File: src/rtl/multi_cycle_control_fsm.sv
// rtl/multi_cycle_control_fsm.sv - Moore main controller for the multi-cycle RV32I datapath
module multi_cycle_control_fsm #(
    parameter int STATE_W = 4
) (
    input  logic               i_clk,
    input  logic               i_rst_n,
    input  logic [6:0]         i_opcode,
    input  logic               i_zero,
    input  logic               i_mem_ready,
    output logic               o_pc_en,
    output logic               o_adr_src,
    output logic               o_mem_wr,
    output logic               o_ir_wr,
    output logic               o_reg_wr,
    output logic [1:0]         o_res_src,
    output logic [1:0]         o_alu_src_a,
    output logic [1:0]         o_alu_src_b,
    output logic [1:0]         o_alu_ctl,
    output logic [1:0]         o_imm_ctl,
    output logic               o_illegal,
    output logic [STATE_W-1:0] o_state
);

    typedef enum logic [STATE_W-1:0] {
        FETCH     = 4'd0,
        DECODE    = 4'd1,
        MEMADR    = 4'd2,
        MEMREAD   = 4'd3,
        MEMWB     = 4'd4,
        MEMWRITE  = 4'd5,
        EXECR     = 4'd6,
        EXECI     = 4'd7,
        ALUWB     = 4'd8,
        BEQ       = 4'd9,
        JAL       = 4'd10,
        JALR      = 4'd11,
        JALR_LINK = 4'd12,
        TRAP      = 4'd15
    } state_t;

    localparam logic [6:0] OP_LW   = 7'b0000011;
    localparam logic [6:0] OP_SW   = 7'b0100011;
    localparam logic [6:0] OP_R    = 7'b0110011;
    localparam logic [6:0] OP_I    = 7'b0010011;
    localparam logic [6:0] OP_BEQ  = 7'b1100011;
    localparam logic [6:0] OP_JAL  = 7'b1101111;
    localparam logic [6:0] OP_JALR = 7'b1100111;

    state_t state;

    always_ff @(posedge i_clk or negedge i_rst_n) begin
        if (!i_rst_n) begin
            state <= FETCH;
        end else begin
            case (state)
                FETCH:     if (i_mem_ready) state <= DECODE;
                DECODE: begin
                    case (i_opcode)
                        OP_LW, OP_SW: state <= MEMADR;
                        OP_R:         state <= EXECR;
                        OP_I:         state <= EXECI;
                        OP_BEQ:       state <= BEQ;
                        OP_JAL:       state <= JAL;
                        OP_JALR:      state <= JALR;
                        default:      state <= TRAP;
                    endcase
                end
                MEMADR:    state <= (i_opcode == OP_LW) ? MEMREAD : MEMWRITE;
                MEMREAD:   if (i_mem_ready) state <= MEMWB;
                MEMWB:     state <= FETCH;
                MEMWRITE:  if (i_mem_ready) state <= FETCH;
                EXECR:     state <= ALUWB;
                EXECI:     state <= ALUWB;
                ALUWB:     state <= FETCH;
                BEQ:       state <= FETCH;
                JAL:       state <= ALUWB;
                JALR:      state <= JALR_LINK;
                JALR_LINK: state <= FETCH;
                TRAP:      state <= TRAP;
                default:   state <= TRAP;
            endcase
        end
    end

    logic       pc_wr;
    logic       branch;
    logic       adr_src;
    logic       mem_wr;
    logic       ir_wr;
    logic       reg_wr;
    logic [1:0] res_src;
    logic [1:0] alu_src_a;
    logic [1:0] alu_src_b;
    logic [1:0] alu_ctl;
    logic [1:0] imm_ctl;

    always_comb begin
        pc_wr     = 1'b0;
        branch    = 1'b0;
        adr_src   = 1'b0;
        mem_wr    = 1'b0;
        ir_wr     = 1'b0;
        reg_wr    = 1'b0;
        res_src   = 2'b00;
        alu_src_a = 2'b00;
        alu_src_b = 2'b00;
        alu_ctl   = 2'b00;
        case (state)
            FETCH: begin
                alu_src_b = 2'b10;
                res_src   = 2'b10;
                ir_wr     = i_mem_ready;
                pc_wr     = i_mem_ready;
            end
            DECODE: begin
                alu_src_a = 2'b01;
                alu_src_b = 2'b01;
            end
            MEMADR: begin
                alu_src_a = 2'b10;
                alu_src_b = 2'b01;
            end
            MEMREAD:  adr_src = 1'b1;
            MEMWB: begin
                res_src = 2'b01;
                reg_wr  = 1'b1;
            end
            MEMWRITE: begin
                adr_src = 1'b1;
                mem_wr  = 1'b1;
            end
            EXECR: begin
                alu_src_a = 2'b10;
                alu_ctl   = 2'b10;
            end
            EXECI: begin
                alu_src_a = 2'b10;
                alu_src_b = 2'b01;
                alu_ctl   = 2'b10;
            end
            ALUWB:    reg_wr = 1'b1;
            BEQ: begin
                alu_src_a = 2'b10;
                alu_ctl   = 2'b01;
                branch    = 1'b1;
            end
            JAL: begin
                alu_src_a = 2'b01;
                alu_src_b = 2'b10;
                pc_wr     = 1'b1;
            end
            JALR: begin
                alu_src_a = 2'b10;
                alu_src_b = 2'b01;
                res_src   = 2'b10;
                pc_wr     = 1'b1;
            end
            // rs1 was already consumed in JALR, so writing rd here is safe even if rd==rs1
            JALR_LINK: begin
                alu_src_a = 2'b01;
                alu_src_b = 2'b10;
                res_src   = 2'b10;
                reg_wr    = 1'b1;
            end
            default: ;
        endcase
    end

    always_comb begin
        case (i_opcode)
            OP_I, OP_LW, OP_JALR: imm_ctl = 2'b00;
            OP_SW:                imm_ctl = 2'b01;
            OP_BEQ:               imm_ctl = 2'b10;
            OP_JAL:               imm_ctl = 2'b11;
            default:              imm_ctl = 2'b00;
        endcase
    end

    // Reset gates every output so nothing leaks while the state register is being cleared
    assign o_pc_en     = i_rst_n & (pc_wr | (branch & i_zero));
    assign o_adr_src   = i_rst_n & adr_src;
    assign o_mem_wr    = i_rst_n & mem_wr;
    assign o_ir_wr     = i_rst_n & ir_wr;
    assign o_reg_wr    = i_rst_n & reg_wr;
    assign o_res_src   = i_rst_n ? res_src   : 2'b00;
    assign o_alu_src_a = i_rst_n ? alu_src_a : 2'b00;
    assign o_alu_src_b = i_rst_n ? alu_src_b : 2'b00;
    assign o_alu_ctl   = i_rst_n ? alu_ctl   : 2'b00;
    assign o_imm_ctl   = i_rst_n ? imm_ctl   : 2'b00;
    assign o_illegal   = i_rst_n & (state == TRAP);
    assign o_state     = state;

endmodule

File: config.mk
export PLATFORM = sky130hd
export DESIGN_NAME = multi_cycle_control_fsm
export DESIGN_NICKNAME = d
export VERILOG_FILES = /design/src/rtl/multi_cycle_control_fsm.sv
export SDC_FILE = /design/constraint.sdc
export NUM_CORES = 1
export LEC_CHECK = 0
export CORE_MARGIN = 2
export CORE_UTILIZATION = 36
export DETAILED_ROUTE_END_ITERATION = 6
export PLACE_DENSITY_LB_ADDON = 0.3
export REMOVE_ABC_BUFFERS = 1
export SYNTH_ARGS = -nofsm -noshare
export SYNTH_HDL_FRONTEND = slang
export SYNTH_SLANG_ARGS = --single-unit
export TNS_END_PERCENT = 100
File: constraint.sdc
create_clock -name i_clk -period 1.5 [get_ports i_clk]
set_input_delay 0.3 -clock i_clk [delete_from_list [all_inputs] [get_ports i_clk]]
set_output_delay 0.3 -clock i_clk [all_outputs]
set_load 0.03 [all_outputs]
==> reports/qor.csv <==
metric;value;unit
synthTopCellsByArea;dfrtp_1, o21ai_0, nor2_1;
max-cap-violations;0;
insertion_delay;0.25;ns
slew-limit-headroom;79.18;%
cts_tree;done;
ys_ff_latch;4;
via_per_inst;5.618;
area_growth;127.4;%
power.internal;1.518;mW
clockBufferDepth;2;
clkTransAtPathRegs;0.04;ns
synth_top_area_share;15.33;%
dp_hpwl;1803;um
coreArea;0.001708;mm^2
min_period_over_period;125.5;%
avgRoutedWirePerCell;17.69;um
design_power_total;3.116;mW
cts_made_buffers;3;
mostFrequentLayoutCells;buf_4, buf_6, nor2_1;
outcome;finished with violations;
cts_root_buf;clkbuf_4;
dieHeight;46.60;um
fin_nets;187;
switching_share;51.29;%
p_clk_share;4.7;%
finalClockSkew;0.002797;ns
maxSlewViolCount;0;
ys_seq_area_share;15.33;%
endpoint_kind;output port;
dp_slack;-0.4832;ns
die_area;0.002171;mm^2
worst_pin_slew;0.3104;ns
synth_cell_type_count;36;
largest_register_ffs;4;
mostFrequentLayoutCell;buf_4;
hold_violations;0;
cp.required;1.20;ns
die_w;46.60;um
n_antenna_cell;0;
drive_above_1_share;68.39;%
ant_nets;0;
grt_pass1_wl;4153;um
clock-sinks;4;
peakVddDrop;1495;uV
failed_checks;setup timing;
powerDensity;2098;mW/mm^2
hold_path_class;in2async;
synthesis.area;653.1;um^2
max_freq;0.5313;GHz
syn_inst;103;
rsz0062_at_grt;yes;
hold-worst-slack;0.4189;ns
port_buffers;30;
p_leak;0.6980;nW
initial_core_util;38.24;%
antenna_found_initial;0;
cp_max_fo;7;
wl;3520;um
vias;1118;
dr.pass1.iters;4;
drt_iter0_markers;46;
syn_avg_cell_area;6.341;um^2
synth_top_area_cell;dfrtp_1;
grt_pass1_vias;943;
drc_errors;0;
setup_viol;17;
htree_num_levels;1;
switching_power;1.598;mW
startpoint_type;register;
synth-warning-count;0;
grt_max_degree;13;
io-pin-count;31;
critPathKind;reg2out;
comb_power_share;85.6;%
gr-total-overflow;0;
cp.arrival;1.58;ns
p_seq_share;9.7;%
setup_tns;-3.997;ns
ctsHoldBuffers;0;
grt_use_total;26.89;%
fillCellCount;87;
place.gp.congestion;0.8815;
final.setup.worst_slack;-0.3822;ns
finalCriticalPeriod;1.882;ns
rows;15;
layer usage:
metal  wire (um)  part of all wire [%]  up-vias  track usage (%)
met1        1418                    40      538            34.03
li1            -                     -      509                -
met4          76                   2.2        0            14.29
met5           0                     0        -                0
met2        1793                    51       61            42.78
met3         231                   6.6       10            4.706
cells in the mapped netlist, drive strengths merged:
library cell  instances
clkbuf                6
o311ai                1
or4b                  1
nand4                 1
xor2                  1
nor2b                 1
a21boi                3
o21ai                13
a31o                  1
o221ai                1
a22o                  1
nand2                10
nand3                 4
and2                  3
a21oi                 6
o22ai                 1
a21o                  1
dfrtp                 4
a211oi                1
nor3                  7
nor3b                 2
a22oi                 1
nand3b                2
a311oi                1
o21a                  1
nand2b                2
inv                   6
nor2                 13
buf                   3
or2                   1
and4                  1
a2bb2oi               1
and3b                 1
o221a                 1
power by group through the flow:
stage / registers (mW) / clock network [mW] / logic [mW]
floorplan: 0.450 / 0 / 0.777
global placement: 0.268 / 0 / 1.79
detailed placement: 0.273 / 0 / 1.82
CTS: 0.273 / 0.138 / 2.15
global route: 0.308 / 0.150 / 2.81
finish: 0.303 / 0.146 / 2.67
layout make-up:
| type | count | area, um^2 | area share (%) |
|---|---|---|---|
| timing repair buffer | 77 | 620.6 | 41.79 |
| multi-input combinational | 84 | 684.4 | 46.08 |
| sequential | 4 | 103.9 | 6.992 |
| clock buffer | 3 | 22.52 | 1.516 |
| tap | 25 | 31.28 | 2.106 |
| inverter | 6 | 22.52 | 1.516 |
critical path: stages, from the launching register on:
cell and delay (ns):
dfrtp_2 0.48, buf_4 0.21, o21ai_0 0.09, o21ai_0 0.19, and2_1 0.19, buf_4 0.17
stage by stage:
stage / std cells / area [um^2] / util [%]
global placement: 179 / 1122 / 65.71
detailed placement: 179 / 1122 / 65.71
floorplan: 94 / 615.6 / -
CTS: 193 / 1346 / 78.83
global route: 199 / 1485 / 86.96
finish: 199 / 1485 / 86.96
logic make-up (layout without fill, tap and decap cells):
kind of cell,Yosys count,in the layout,share of synthesized area [%]
AO/OA/AOI/OAI,34,34,33.34
AND/OR/NAND/NOR,49,49,40.81
buffers and inverters,15,86,9.194
flip-flops,4,4,15.33
XOR/XNOR,1,1,1.341
final timing paths:
kind                                   startpoint                     end  slack (ns)  cells after the start
max in group asynchronous                 i_rst_n  o_state[0]$_DFFE_PN0P_        0.97                      3
setup reg to reg           o_state[1]$_DFFE_PN0P_  o_state[1]$_DFFE_PN0P_       -0.27                      6
hold reg to reg            o_state[3]$_DFFE_PN0P_  o_state[2]$_DFFE_PN0P_        0.84                      4
setup / recovery           o_state[2]$_DFFE_PN0P_          o_alu_src_a[1]       -0.38                      5
min in group i_clk                    i_opcode[2]  o_state[2]$_DFFE_PN0P_        0.57                      4
hold / removal                            i_rst_n  o_state[2]$_DFFE_PN0P_        0.42                      3
timing repair:
action,CTS,global route
setup buffers,11,6
resized for setup,60,41
pin swaps,11,12
hold endpoints to repair,0,0
setup endpoints to repair,19,19
gates cloned,0,0
No activity file was read; power rests on OpenSTA's default activity.
